<file path="config.mk">
export PLATFORM = sky130hd
export DESIGN_NAME = tl_cmd_master
export DESIGN_NICKNAME = d
export VERILOG_FILES = /design/src/rtl/tl_cmd_master.sv
export SDC_FILE = /design/constraint.sdc
export NUM_CORES = 1
export LEC_CHECK = 0
export ABC_AREA = 1
export CAP_MARGIN = 20
export CORE_MARGIN = 1.5
export CORE_UTILIZATION = 56
export CTS_CLUSTER_DIAMETER = 60
export DETAILED_ROUTE_END_ITERATION = 10
export HOLD_SLACK_MARGIN = 0.1
export PLACE_DENSITY = 0.86
export SYNTH_ARGS = -nofsm -noshare
export SYNTH_HDL_FRONTEND = slang
export SYNTH_SLANG_ARGS = --single-unit
</file>
<file path="constraint.sdc">
create_clock -name clk_i -period 3.4 [get_ports clk_i]
set_input_delay 0.68 -clock clk_i [delete_from_list [all_inputs] [get_ports clk_i]]
set_output_delay 0.68 -clock clk_i [all_outputs]
set_load 0.01 [all_outputs]
</file>
<file path="src/rtl/tl_cmd_master.sv">
// Expands host requests into command sequences for the light controller.
// Optional TL_CMD_MASTER_DEDUP_EN drops START/OFF/SERVICE already in effect.
module tl_cmd_master #(
    parameter int CMD_GAP = 2,
    parameter int DATA_W  = 16
) (
    input  logic              clk_i,
    input  logic              srst_i,
    input  logic              req_valid_i,
    output logic              req_ready_o,
    input  logic [1:0]        req_op_i,
    input  logic [DATA_W-1:0] req_green_i,
    input  logic [DATA_W-1:0] req_red_i,
    input  logic [DATA_W-1:0] req_yellow_i,
    output logic              cmd_valid_o,
    output logic [2:0]        cmd_type_o,
    output logic [DATA_W-1:0] cmd_data_o,
    output logic              done_o,
    output logic [1:0]        mode_o
);

    typedef enum logic [3:0] {
        S_IDLE, S_PRE_ON, S_PRE_SVC, S_WR_G, S_WR_R,
        S_WR_Y, S_POST, S_SINGLE, S_GAP
    } state_e;

    localparam logic [1:0] OP_START = 2'd0;
    localparam logic [1:0] OP_OFF   = 2'd1;
    localparam logic [1:0] OP_SVC   = 2'd2;
    localparam logic [1:0] M_OFF    = 2'd0;
    localparam logic [1:0] M_RUN    = 2'd1;
    localparam logic [1:0] M_SVC    = 2'd2;
    localparam logic [7:0] GAP_LD   = (CMD_GAP == 0) ? 8'd0 : 8'(CMD_GAP - 1);
`ifdef TL_CMD_MASTER_DEDUP_EN
    localparam bit DEDUP = 1'b1;
`else
    localparam bit DEDUP = 1'b0;
`endif

    state_e state_q, state_d, step_q, step_d, nxt, first;
    logic [7:0]        cnt_q, cnt_d;
    logic [1:0]        op_q, op_d, omode_q, omode_d, mode_q;
    logic [DATA_W-1:0] g_q, g_d, r_q, r_d, y_q, y_d;

    // Step following cur; cur == S_IDLE yields the first step of a request.
    function automatic state_e plan(
        input state_e            cur,
        input logic [1:0]        op,
        input logic [1:0]        om,
        input logic [DATA_W-1:0] g,
        input logic [DATA_W-1:0] r,
        input logic [DATA_W-1:0] y
    );
        state_e tail, from_y, from_r, from_g, res;
        tail   = (om == M_SVC) ? S_IDLE : S_POST;
        from_y = (y != '0) ? S_WR_Y : tail;
        from_r = (r != '0) ? S_WR_R : from_y;
        from_g = (g != '0) ? S_WR_G : from_r;
        res    = S_IDLE;
        case (cur)
            S_IDLE: begin
                case (op)
                    OP_START: res = (DEDUP && om == M_RUN) ? S_IDLE : S_SINGLE;
                    OP_OFF:   res = (DEDUP && om == M_OFF) ? S_IDLE : S_SINGLE;
                    OP_SVC: begin
                        if (om == M_OFF)               res = S_PRE_ON;
                        else if (DEDUP && om == M_SVC) res = S_IDLE;
                        else                           res = S_SINGLE;
                    end
                    default: begin
                        if (om == M_OFF)      res = S_PRE_ON;
                        else if (om == M_RUN) res = S_PRE_SVC;
                        else                  res = from_g;
                    end
                endcase
            end
            S_PRE_ON:  res = S_PRE_SVC;
            S_PRE_SVC: res = (op == OP_SVC) ? S_IDLE : from_g;
            S_WR_G:    res = from_r;
            S_WR_R:    res = from_y;
            S_WR_Y:    res = tail;
            default:   res = S_IDLE;
        endcase
        return res;
    endfunction

    always_ff @(posedge clk_i or posedge srst_i) begin
        if (srst_i) begin
            state_q <= S_IDLE;
            step_q  <= S_IDLE;
            cnt_q   <= 8'd0;
            op_q    <= 2'd0;
            omode_q <= M_SVC;
            mode_q  <= M_SVC;
            g_q     <= '0;
            r_q     <= '0;
            y_q     <= '0;
        end else begin
            state_q <= state_d;
            step_q  <= step_d;
            cnt_q   <= cnt_d;
            op_q    <= op_d;
            omode_q <= omode_d;
            mode_q  <= mode_o;
            g_q     <= g_d;
            r_q     <= r_d;
            y_q     <= y_d;
        end
    end

    assign nxt   = plan(state_q, op_q, omode_q, g_q, r_q, y_q);
    assign first = plan(S_IDLE, req_op_i, mode_q,
                        req_green_i, req_red_i, req_yellow_i);

    always_comb begin
        state_d = state_q;
        step_d  = step_q;
        cnt_d   = cnt_q;
        op_d    = op_q;
        omode_d = omode_q;
        g_d     = g_q;
        r_d     = r_q;
        y_d     = y_q;
        case (state_q)
            S_IDLE: begin
                if (req_valid_i) begin
                    op_d    = req_op_i;
                    omode_d = mode_q;
                    g_d     = req_green_i;
                    r_d     = req_red_i;
                    y_d     = req_yellow_i;
                    if (first == S_IDLE) begin
                        // Empty sequence: one gap cycle carries the done pulse.
                        state_d = S_GAP;
                        step_d  = S_IDLE;
                        cnt_d   = 8'd0;
                    end else begin
                        state_d = first;
                    end
                end
            end
            S_GAP: begin
                if (cnt_q == 8'd0) state_d = step_q;
                else               cnt_d   = cnt_q - 8'd1;
            end
            default: begin
                if (CMD_GAP == 0) begin
                    state_d = nxt;
                end else begin
                    state_d = S_GAP;
                    step_d  = nxt;
                    cnt_d   = GAP_LD;
                end
            end
        endcase
    end

    always_comb begin
        cmd_valid_o = 1'b0;
        cmd_type_o  = 3'd0;
        cmd_data_o  = '0;
        done_o      = 1'b0;
        req_ready_o = (state_q == S_IDLE);
        case (state_q)
            S_PRE_ON:  cmd_valid_o = 1'b1;
            S_PRE_SVC: begin
                cmd_valid_o = 1'b1;
                cmd_type_o  = 3'd2;
            end
            S_WR_G: begin
                cmd_valid_o = 1'b1;
                cmd_type_o  = 3'd3;
                cmd_data_o  = g_q;
            end
            S_WR_R: begin
                cmd_valid_o = 1'b1;
                cmd_type_o  = 3'd4;
                cmd_data_o  = r_q;
            end
            S_WR_Y: begin
                cmd_valid_o = 1'b1;
                cmd_type_o  = 3'd5;
                cmd_data_o  = y_q;
            end
            S_POST: begin
                cmd_valid_o = 1'b1;
                cmd_type_o  = (omode_q == M_RUN) ? 3'd0 : 3'd1;
            end
            S_SINGLE: begin
                cmd_valid_o = 1'b1;
                cmd_type_o  = (op_q == OP_START) ? 3'd0 :
                              (op_q == OP_OFF)   ? 3'd1 : 3'd2;
            end
            S_GAP:   done_o = (cnt_q == 8'd0) && (step_q == S_IDLE);
            default: ;
        endcase
        if (cmd_valid_o && CMD_GAP == 0 && nxt == S_IDLE) done_o = 1'b1;
        mode_o = mode_q;
        if (cmd_valid_o) begin
            case (cmd_type_o)
                3'd0:    mode_o = M_RUN;
                3'd1:    mode_o = M_OFF;
                3'd2:    mode_o = M_SVC;
                default: mode_o = mode_q;
            endcase
        end
    end

endmodule

</file>
==> impl_results.md <==
- Maximum root-to-sink buffer count: 2
- Synth cell types: 36
- Number of global-route vias before repair: 3646
- Chip Height: 85.76 um
- Post-Synthesis Cells: 504
- Worst hold path startpoint: r_q[10]
- Area grow syn2layout: 27.44%
- Crit path time final: 3.218 ns
- Layout cell share with drive strength beyond 1: 0.09370
- Die width: 85.76 um
- Worst slew margin: 0.3734
- Die area: 0.007354 mm^2
- LEAKAGE: 2.352 nW
- Fraction of synthesized area in multiplexers: 0.03230
- Setup CP Type: reg2out
- Commonest non-fill, non-tap cell in the layout: nand2_1
- Simple-gate share of the synthesized area: 0.2786
- Peak Freq: 0.3108 GHz
- Worst Path Max Fanout: 18
- Top cells by area, synth: dfrtp_1 (44%), nand2_1 (11%), inv_1 (7.7%), nor2_1 (6.6%), o221ai_1 (3.7%)
- Compound-Gate Fraction of Synth Area: 0.1214
- YS warnings: 0
- I/O pins: 77
- Via count: 3714
- CP Launch Type: flip-flop
- Initial DRC Count: 303
- Final period util: 0.9464
- Port Buffers: 76
- FF+latch count, synth: 69
- Post-DRT Antenna Nets: 0
- CTS tree: yes
- GRT Total Usage: 0.2996
- Final wirelength: 10310 um
- Power Density: 776.5 mW/mm^2
- Maxcap violations: 0
- Routed len/inst: 15.53 um
- Worst vdd ir: 0.6060 mV
- Post-route DRC: 0
- Mean area per synthesized cell: 7.609 um^2
- Crit end category: primary output
- Placer Congestion: 0.9822
- Setup_tns: 0 ns
- Initial antenna violation count: 0
- FF-to-FF Start: state_q[2]
- CTS Buf Count: 9
- Worst EP arrival: 2.54 ns
- Htree depth: 3
- GRT overflow: 0
- Status: complete, no violations
- Share of the synthesized area in the top cell type: 0.4372
- Largest net degree at the start of global routing: 51
- Worst hold slack: 0.4856 ns
- Synth area leader: dfrtp_1
- Post-cts hold buffer count: 0
- Final #Nets: 636
- Synth Area in Adders: 0.003263
- CTS sink cnt: 69
- Initial Utilization: 0.5904
- Row cnt: 29
- Final hold viol count: 0
- Synth Net Count: 558
- Clk_skew: 0.008485 ns
- Routed vias/inst: 5.593
- Cell Area, Synth: 0.003835 mm^2
- RSZ-0062 raised after global routing: no
- Final antenna diode count: 0
- CTS root buf: clkbuf_8
- Largest family of logic cells by synthesized area: simple AND/OR/NAND/NOR gates
- Worst-Skew Late Latency: 0.35 ns
- Final HPWL DP: 7809 um
- Worst-path clk slew: 0.07 ns
- DRT Pass-1 Iters: 5
- # setup viols final: 0
- Post-synthesis xor/xnor area fraction: 0.01142
- Worst-Margin Slew: 0.9366 ns
- Most frequent cells in the layout: nand2_1 (115), inv_1 (78), clkdlybuf4s50_1 (75)
- Core ar.: 0.006495 mm^2
- WP data required: 2.72 ns
- Worst min path class: reg2reg
- Crit. Startpoint: state_q[1]
- Sequential area share after synthesis: 0.4509
- Final slew viol count: 0
- First-pass GRT wire length: 17000 um
-- state kept, by name (all words and copies together) (netlist names) --
| signal | cells |
|---|---|
| state_q | 4 |
| op_q | 2 |
| cnt_q | 8 |
| mode_q | 2 |
| omode_q | 2 |
| y_q | 16 |
| step_q | 3 |
| r_q | 16 |
| g_q | 16 |
-- worst max-delay path, cell delays in order, from the launching register on --
cell	delay (ns)
dfrtp_1	0.47
nor2_2	0.19
inv_1	0.10
nor2_1	0.18
clkinvlp_4	0.33
o221ai_1	0.32
clkdlybuf4s50_1	0.58
-- logic make-up (layout without fill, tap and decap cells) --
logic type	Yosys count	count (layout)
flip-flops	69	69
adder cells (fa/ha/maj)	1	1
multiplexers	11	11
AND/OR/NAND/NOR	242	242
buffers and inverters	100	183
AO/OA/AOI/OAI	76	76
XOR/XNOR	5	5
-- metal layers --
layer / GRT usage / up-vias / wire length [um]
met5: 0 / - / 0
met1: 0.4042 / 1723 / 4381
met4: 0.1305 / 0 / 270
li1: - / 1775 / -
met2: 0.4660 / 186 / 4807
met3: 0.06930 / 30 / 854
-- what timing repair did --
item | CTS | global route
resized for setup | 0 | 3
setup buffers | 0 | 1
setup endpoints to repair | 0 | 13
-- worst paths after layout --
kind	slack (ns)	cells past startpoint	end
setup / recovery	0.18	6	cmd_data_o[7]
hold / removal	0.49	2	r_q[10]
setup reg to reg	1.18	7	g_q[0]
hold reg to reg	0.49	2	r_q[10]
max in group asynchronous	1.91	3	g_q[13]
min in group asynchronous	0.76	2	y_q[2]
-- stage by stage --
| step | utilization | power [mW] | area (um^2) | std cells | worst slack, ns |
|---|---|---|---|---|---|
| 2_1_floorplan | - | 2.543 | 3835 | 504 | 0.9834 |
| 3_3_place_gp | 0.7178 | 2.974 | 4662 | 647 | 0.6129 |
| 3_5_place_dp | 0.7178 | 3.058 | 4662 | 647 | 0.5212 |
| 4_1_cts | 0.7496 | 3.770 | 4868 | 663 | 0.1301 |
| 5_1_grt | 0.7525 | 4.063 | 4887 | 664 | 0.03198 |
| 6_report | 0.7525 | 3.795 | 4887 | 664 | 0.1821 |
-- power by group --
part	internal, mW	switching (mW)	leakage [nW]
clock network	0.410	0.303	0.107
logic	0.613	0.969	1.41
registers	1.21	0.292	0.837
-- cell usage after synthesis, drive strengths merged --
cell type	instances
nand3	26
ha	1
and2	1
o22ai	1
nor2	73
o221ai	16
buf	9
a21oi	18
dfrtp	67
o21ai	37
a2bb2oi	1
or2	2
clkbuf	4
xnor2	2
nor4	6
inv	86
mux2	11
o31ai	2
o311ai	1
nand4	8
xor2	3
nor3	6
dfstp	2
clkinv	1
nand2	120
-- area by class of cell --
class | instances | area, um^2
fill | 476 | 1608
tap | 77 | 96.34
clock inverter | 5 | 75.07
timing repair buffer | 80 | 805.8
sequential | 69 | 1729
inverter | 87 | 330.3
multi-input combinational | 335 | 1719
clock buffer | 11 | 131.4
(Power assumes the default switching activity.)
